<file path="config.mk">
export PLATFORM = sky130hd
export DESIGN_NAME = register
export DESIGN_NICKNAME = d
export VERILOG_FILES = /design/src/rtl/register.sv
export SDC_FILE = /design/constraint.sdc
export NUM_CORES = 1
export LEC_CHECK = 0
export ABC_AREA = 1
export CAP_MARGIN = 10
export CORE_AREA = 4 4 41 43
export CTS_BUF_LIST = sky130_fd_sc_hd__clkbuf_4 sky130_fd_sc_hd__clkbuf_8
export DETAILED_ROUTE_END_ITERATION = 7
export DIE_AREA = 0 0 45 47
export GPL_TIMING_DRIVEN = 0
export MAX_ROUTING_LAYER = met4
export PLACE_DENSITY = 0.71
export REMOVE_ABC_BUFFERS = 1
export SYNTH_ARGS = -nofsm -noshare
export SYNTH_HDL_FRONTEND = slang
export SYNTH_SLANG_ARGS = --single-unit
</file>
<file path="constraint.sdc">
create_clock -name clk -period 1.2 [get_ports clk]
set_input_delay 0.3 -clock clk [delete_from_list [all_inputs] [get_ports clk]]
set_output_delay 0.3 -clock clk [all_outputs]
set_load 0.1 [all_outputs]
</file>
<file path="src/rtl/register.sv">
// register -- WIDTH-bit parallel-load / right-shift register.
// Priority at each rising clk edge: rst, then load_en, then shift_en, then hold.
// A shift moves shift_in into the MSB and drops q[0] out of the LSB.
// Optional feature (macro REGISTER_SHIFT_OUT_EN): a registered shift_out port
// that captures the bit leaving the LSB on every shift edge.

module register #(
   parameter int WIDTH = 8
) (
   input  logic             clk,
   input  logic             rst,
   input  logic             load_en,
   input  logic             shift_en,
   input  logic             shift_in,
   input  logic [WIDTH-1:0] d,
   output logic [WIDTH-1:0] q
`ifdef REGISTER_SHIFT_OUT_EN
   ,
   output logic             shift_out
`endif
);

   // Right-shifted image of q with shift_in entering the MSB. Built per bit so
   // that WIDTH=1 degenerates cleanly to "q becomes shift_in" without ever
   // referencing an out-of-range slice.
   logic [WIDTH-1:0] shifted;
   logic [WIDTH-1:0] q_next;

   genvar gi;
   generate
      for (gi = 0; gi < WIDTH; gi++) begin : g_shift
         if (gi == WIDTH - 1) begin : g_msb
            assign shifted[gi] = shift_in;
         end else begin : g_lower
            assign shifted[gi] = q[gi + 1];
         end
      end
   endgenerate

   // Next-value select: load wins over shift, otherwise hold.
   always_comb begin
      q_next = q;
      if (load_en) begin
         q_next = d;
      end else if (shift_en) begin
         q_next = shifted;
      end
   end

   // Data flops: synchronous reset overrides every other operation.
   always_ff @(posedge clk) begin
      if (rst) begin
         q <= '0;
      end else begin
         q <= q_next;
      end
   end

`ifdef REGISTER_SHIFT_OUT_EN
   // shift_out captures the outgoing LSB only on true shift edges; loads and
   // holds leave it untouched.
   always_ff @(posedge clk) begin
      if (rst) begin
         shift_out <= 1'b0;
      end else if (!load_en && shift_en) begin
         shift_out <= q[0];
      end
   end
`endif

endmodule

</file>
==> run_results.csv <==
group,metric,value,unit
status,outcome,"completed",
timing,fin_crit_sh,97.4,%
timing,min_period,1.17,ns
critical_path,worstPathArrival,0.87,ns
clock_network,clock_tree.root_cell,"clkbuf_4",
yosys,yosysWarnings,0,
finish,diodes,0,
floorplan,die_h,47,um
finish,fillCellCount,142,
finish,max_flop_register,"q",
global_route,antenna_found_initial,0,
pwr,p_seq_share,37.8,%
timing,rsz0062_at_grt,"false",
pwr,power_density,1200,nW/um2
yosys,syn_area_per_cell,6.35,um2
critical_path,critPathSlowestCell,"dfxtp_1",
detailed_routing,drt_wl_total,1070,um
global_route,grt_max_degree,11,
critical_path,crit_fanout,3,
hold_path,min-delay-start,"q[2]$_SDFFE_PP0P_",
timing,setup_slack,0.0317,ns
timing,report.final.slew_viol_count,0,
global_route,grt_pass1_wl,1660,um
clock_network,clock_latency,0.26,ns
timing,setup_viol_count_final,0,
yosys,yosysUniqueCellTypes,9,
critical_path,r2r_start,"q[5]$_SDFFE_PP0P_",
timing,tightest_slew,0.500,ns
finish,largest_reg_flops,8,
critical_path,cp-end-kind,"primary output",
finish,area_delta_synth_final,58.5,%
critical_path,crit_chain,"buf_8",
detailed_routing,vias,449,
finish,multi_input_area,203,um2
pwr,internal-power,494,uW
placed_design,numPortBuffers,20,
yosys,synthCells,66,
floorplan,die_area,2120,um2
timing,relSlewSlack,66.7,%
critical_path,path_class,"reg2out",
yosys,yosysSeqAreaShare,38.2,%
clock_network,clk_pin_slew,0.06,ns
clock_network,cts-buffers-inserted,3,
floorplan,io_pins,21,
critical_path,slowest_delay,0.39,ns
detailed_routing,via_per_inst,4.40,
floorplan,die_x,45,um
clock_network,ctsHtreeMaxLevel,1,
critical_path,path_delay_family,"flip-flops",
detailed_routing,drc,0,
timing,hold_slack,0.497,ns
yosys,synth_seq_cells,8,
pwr,clkPwrFrac,26.6,%
flow_run,cap_violations,0,
timing,hold_viol_final,0,
placed_design,routabilityCongestion,0.711,
clock_network,cts_setup_buffers,0,
finish,nets,102,
global_route,grt_pass1_vias,404,
floorplan,initial_utilization,32.2,%
placed_design,pre_cts_slack,-0.583,ns
clock_network,clock_sinks,8,
clock_network,ctsHoldBuffers,0,
floorplan,core,1300,um2
pwr,peakVddDrop,540,uV
pwr,leakage,0.348,nW
critical_path,path_buf_inv,1,
timing,fin_worst_skew,0.00386,ns
finish,register_area,160,um2
detailed_routing,ant_nets,0,
detailed_routing,dr.pass1.iters,2,
timing,fmax,0.856,GHz
clock_network,cts_tree,"yes",
detailed_routing,wl_per_cell,10.5,um
floorplan,fp-row-count,13,
pwr,p_sw_share,38.2,%
global_route,grt_util_all_layers,11.8,%
pwr,power.net_switching,305,uW
yosys,syn_area,419,um2
pwr,comb_power_share,35.6,%
critical_path,start_kind,"flop",
finish,reg_top3,"q: 8 flops",
global_route,grt_overflow_total,0,
pwr,p_total,799,uW
detailed_routing,drtIter0Drc,5,
hold_path,hold_path.class,"reg2reg",
placed_design,hpwlAfterDp,768,um
clock_network,clock_path_buffers,2,
finish,layout-drive-gt1-share,14.9,%
critical_path,cp.required,0.90,ns
critical_path,timing.critical_path.from,"q[5]$_SDFFE_PP0P_",
[cell usage after synthesis]
library cell   n  area [um2]
inv_2          1        3.75
buf_4          1        7.51
nand3_1        6        30.0
nand2_1       34         128
nor2_8         1        20.0
buf_6          1        11.3
inv_1          9        33.8
a21oi_1        5        25.0
dfxtp_1        8         160
[through the flow]
| stage | instances | util, % | cell area (um2) | TNS (ns) |
|---|---|---|---|---|
| 5_1_grt | 102 | 51.1 | 664 | 0 |
| 3_5_place_dp | 99 | 47.6 | 619 | -7.96 |
| 3_3_place_gp | 99 | 47.6 | 619 | -7.94 |
| 2_1_floorplan | 64 | - | 400 | -1.29 |
| 4_1_cts | 102 | 49.6 | 646 | 0 |
| 6_report | 102 | 51.1 | 664 | 0 |
[cell type report]
class	instances	area share [%]
clock buffer	3	3.39
inverter	10	5.65
multi-input combinational	46	30.5
sequential	8	24.1
tap	15	2.82
timing repair buffer	20	33.5
[worst register-to-register path, stage by stage (launching register included)]
cell and delay [ns]:
dfxtp_1 0.39, nand2_1 0.07, nand2_1 0.07, nand2_1 0.05
a21oi_1 0.11
[per-layer routing]
metal	vias to the layer above	global-route usage (%)	part of all wire [%]
li1	240	-	-
met1	189	12.3	41
met2	17	19.8	50
met3	3	2.30	6.9
met4	0	8.77	2.0
met5	-	-	0
[timing repair]
action,4_1_cts,5_1_grt
resized for setup,57,5
pin swaps,0,0
endpoints found under the setup margin,16,5
[final timing paths]
kind | slack, ns | cells past startpoint | to
max | 0.03 | 1 | q[5]
min | 0.50 | 2 | q[2]$_SDFFE_PP0P_
max reg2reg | 0.44 | 4 | q[4]$_SDFFE_PP0P_
min reg2reg | 0.50 | 2 | q[2]$_SDFFE_PP0P_
[power by group through the flow]
stage                     registers [mW]  clock network (mW)  logic (mW)
after floorplan                    0.432                   0      0.0486
after global placement             0.302                   0       0.275
after detailed placement           0.302                   0       0.276
after CTS                          0.300               0.219       0.279
after global routing               0.305               0.231       0.299
final                              0.302               0.212       0.284
[cell usage in the layout (no fill, tap or decap)]
| cell | Yosys | routed |
|---|---|---|
| buf_6 | 1 | 4 |
| a21oi_1 | 5 | 5 |
| dfxtp_1 | 8 | 8 |
| clkbuf_4 | 0 | 3 |
| nand3_1 | 6 | 6 |
| nand2_1 | 34 | 34 |
| inv_1 | 9 | 9 |
| dlygate4sd2_1 | 0 | 2 |
| nor2_8 | 1 | 1 |
| buf_8 | 0 | 4 |
| clkdlybuf4s50_1 | 0 | 10 |
| inv_2 | 1 | 1 |
[cell families after synthesis]
| family | after synthesis | synth area share, % |
|---|---|---|
| flops | 8 | 38.2 |
| simple gates | 41 | 42.4 |
| buf+inv | 12 | 13.4 |
| compound gates | 5 | 5.97 |
Power figures use the tool's default switching activity.
==> patch 1, RTL diff (same flow settings) <==
Add a define of `REGISTER_SHIFT_OUT_EN`.
--- a/src/rtl/register.sv
+++ b/src/rtl/register.sv
@@ -3,6 +3,8 @@
 // A shift moves shift_in into the MSB and drops q[0] out of the LSB.
 // Optional feature (macro REGISTER_SHIFT_OUT_EN): a registered shift_out port
 // that captures the bit leaving the LSB on every shift edge.
+
+`define REGISTER_SHIFT_OUT_EN
 
 module register #(
    parameter int WIDTH = 8
Behaviour (old outputs only; new: shift_out): unchanged (equiv_simple and equiv_induct, registers matched by name and starting in step).
==> patch 1 against the unedited design <==
- sequential cell count grew 1
- via count grew 12%
- count of clock-buffer cells in the layout is 1 higher
- power increased by 11%
- synthesized area increased by 3.9%
- clock skew decreased by 0.0022 ns
- global-route usage rose by 0.94 points
- setup slack about the same
- final cell count increased by 2.0%
- register-to-register slack got worse by 0.02 ns
- routed wire length grew 14%
- final area grew 14%
==> patch 1: results (changes against the unedited design) <==
stage;metric;value;unit;change
cells_and_area;multi_input_gates;45;;-2.2%
cells_and_area;clkCellAreaFrac;3.97;%;+0.58 points
grt;grt_first_pass_wirelength;1.79;mm;+7.9%
routing;via_count;505;;+12%
logic_synthesis;synth_compound_area_share;1.15;%;-4.8 points
pwr;pwr-share-comb;32.1;%;-3.5 points
pwr;p_int;577;uW;+17%
worst_hold_path;hp-start;shift_out;;
critical_path;r2r-end;q[3];;
critical_path;crit_start;q[4];;
logic_synthesis;synth.area.top_cells;dfxtp_1 (41%), nand2_1 (22%), nand3_1 (20%), inv_1 (7.8%), buf_6 (2.6%);;
timing;clock_skew;0.00168;ns;-0.00218 ns
grt;met2_usage;17.8;%;-2.0 points
worst_hold_path;hold_path_end;shift_out;;
cells_and_area;drive_gt1_share;22.5;%;+7.5 points
cells_and_area;multi_input_area;199;um2;-1.9%
critical_path;cp_slowest_stage_delay;0.41;ns;+0.02 ns
placement;portBuffers;21;;+5.0%
cells_and_area;fin_cells;104;;+2.0%
pwr;power_leakage;0.000380;uW;+9.1%
cells_and_area;seq_area;186;um2;+16%
logic_synthesis;synth_seq_cells;9;;+1
pwr;powerClk;263;uW;+24%
grt;grt_start_max_net_pins;12;;+1
cells_and_area;nonClkBufAreaFrac;37.6;%;+4.1 points
cells_and_area;fillCellCount;144;;+1.4%
logic_synthesis;yosys-top-cells-count;nand2_1 (26), nand3_1 (17), dfxtp_1 (9), inv_1 (9);;
pwr;ir_drop;0.000663;V;+23%
placement;placed_area;646;um2;+4.2%
grt;grt_use_met1;15.1;%;+2.9 points
timing;worst_pin_slew;0.433;ns;-0.0668 ns
cells_and_area;reg_top3;q (8), shift_out (1);;
routing;drt_iter0_drc;15;;+10
placement;gp_congestion;0.726;;+2.1%
logic_synthesis;syn_avg_cell_area;6.60;um2;+3.9%
logic_synthesis;ys_seq_area_share;41.4;%;+3.2 points
grt;grt_pass1_vias;412;;+2.0%
routing;wire_per_inst;11.7;um;+11%
pwr;pwr-share-clk;29.7;%;+3.1 points
critical_path;r2r_slack;0.42;ns;-0.02 ns
outcome;status;finished, final reports clean;;
==> patch 1: cell count changes after synthesis, sizes merged <==
| cell | change |
|---|---|
| nand2 | -8 |
| nand3 | +11 |
| a21oi | -4 |
| dfxtp | +1 |
==> patch 1: repair_timing <==
item                                    4_1_cts  5_1_grt
endpoints found under the setup margin       18        8
resized for setup                            66       19
hold endpoints to repair                      0        0
==> patch 1: worst max path at each step <==
stage | end | slack [ns]
3_5_place_dp | q[2] | -0.59
5_1_grt | q[4] | -0.005
2_1_floorplan | q[0] | -0.14
4_1_cts | q[2] | 0.005
6_report | q[4] | 0.03
3_3_place_gp | q[2] | -0.59
==> patch 1: cell families (layout without fill, tap and decap cells) <==
logic type             Yosys count  in the layout
flip-flops                       9              9
AND/OR/NAND/NOR                 44             44
buffers and inverters           12             35
AO/OA/AOI/OAI                    1              1
==> patch 1: per-layer routing <==
layer / up-vias / part of all wire, %
met2: 27 / 48
met5: - / 0
li1: 251 / -
met3: 2 / 8.7
met1: 225 / 42
met4: 0 / 0.98
==> patch 2, RTL diff (same flow settings) <==
Without the edit above. Register the inputs `shift_in` and `d` before use, cleared by the reset. The logic sees them one clock later. The other inputs are not delayed to match.
--- a/src/rtl/register.sv
+++ b/src/rtl/register.sv
@@ -20,6 +20,19 @@
 `endif
 );
 
+   logic shift_q;
+   logic [WIDTH-1:0] d_q;
+
+   always_ff @(posedge clk) begin
+      if (rst) begin
+         shift_q <= '0;
+         d_q     <= '0;
+      end else begin
+         shift_q <= shift_in;
+         d_q     <= d;
+      end
+   end
+
    // Right-shifted image of q with shift_in entering the MSB. Built per bit so
    // that WIDTH=1 degenerates cleanly to "q becomes shift_in" without ever
    // referencing an out-of-range slice.
@@ -30,7 +43,7 @@
    generate
       for (gi = 0; gi < WIDTH; gi++) begin : g_shift
          if (gi == WIDTH - 1) begin : g_msb
-            assign shifted[gi] = shift_in;
+            assign shifted[gi] = shift_q;
          end else begin : g_lower
             assign shifted[gi] = q[gi + 1];
          end
@@ -41,7 +54,7 @@
    always_comb begin
       q_next = q;
       if (load_en) begin
-         q_next = d;
+         q_next = d_q;
       end else if (shift_en) begin
          q_next = shifted;
       end
Formal check against the unedited RTL: not equivalent (Yosys sat finds a counterexample within 4 cycles, from zero or initial values and one cycle with rst high).
==> patch 2 against the unedited design <==
- sequential share of layout area is 11 points higher
- final cell count is 28% higher
- critical path type unchanged
- clock power is 49% higher
- worst hold slack better by 0.016 ns
- sequential cell count is 9 higher
- final area is 51% higher
- clock skew is 0.0026 ns lower
- largest cell class is now flip-flops and latches
- via count is 31% higher
- power is 57% higher
- routed wire length is 24% higher
- setup slack better by 0.0074 ns
- synthesized area is 68% higher
- count of clock-buffer cells in the layout is 1 higher
==> patch 2: results (changes against the unedited design) <==
stage;metric;value;unit;change
placement;dp_hpwl;922;um;+20%
placement;placed_area;892;um2;+44%
cells_and_area;clkCellAreaFrac;2.99;%;-0.40 points
critical_path;timing.rr.start;q[2];;
grt;grt_first_pass_wirelength;2.18;mm;+31%
cts;clock-sinks;17;;+9
cts;worstSkewPairLatency;0.28;ns;+0.02 ns
grt;grt_start_max_net_pins;17;;+6
timing;clock_skew;0.00129;ns;-0.00257 ns
critical_path;r2r-end;q[1];;
pwr;power_leakage;0.000495;uW;+42%
logic_synthesis;ys_seq_area_share;48.3;%;+10 points
cts;cts.clk_slew.worst_paths;0.09;ns;+0.03 ns
routing;drt_iter0_drc;8;;+3
critical_path;crit_start;q[0];;
worst_hold_path;hp-start;q[3];;
routing;drt-vias-per-instance;4.47;;+1.6%
worst_hold_path;hold_path_end;q[3];;
cells_and_area;n_all_inverters;19;;+9
outcome;status;finished, final reports clean;;
routing;dr.pass1.iters;4;;+2
placement;place_ws;-0.588;ns;-0.00455 ns
logic_synthesis;synth.area.top_cells;dfxtp_1 (48%), nand2_1 (19%), inv_1 (9.6%), a21oi_2 (7.5%), nor2_1 (4.8%);;
cells_and_area;n_clock_buffer;4;;+1
pwr;power_density;1250;nW/um2;+4.2%
logic_synthesis;synth.distinct_cells;11;;+2
grt;grt_util_all_layers;14.9;%;+3.0 points
## patch 2: cell count changes in the layout (fill, tap and decap cells not counted), moves of 2 or more
cell     unedited run  this run
a21oi_1             5         0
a21oi_2             0         6
buf_12              0         7
buf_6               4         0
buf_8               4         1
dfxtp_1             8        10
dfxtp_2             0         7
inv_1               9        18
nand2_1            34        36
nand3_1             6         4
nor2_1              0         9
## patch 2: metal layers
metal / global-route usage, % / vias up / share of wire, %
li1: - / 317 / -
met1: 17.6 / 255 / 43
met2: 23.7 / 12 / 51
met3: 3.45 / 2 / 5.4
met4: 7.02 / 0 / 0.68
met5: - / - / 0
## patch 2: power breakdown
| group | internal (uW) | switching, uW | total [uW] |
|---|---|---|---|
| sequential | 600 | 25.0 | 625 |
| clock | 151 | 164 | 315 |
| combinational | 122 | 194 | 316 |
| total | 873 | 383 | 1260 |
## patch 2: worst min-delay path, cell delays in order (launching register included)
cell     delay (ns)
dfxtp_2        0.35
nand2_1        0.08
a21oi_2        0.05
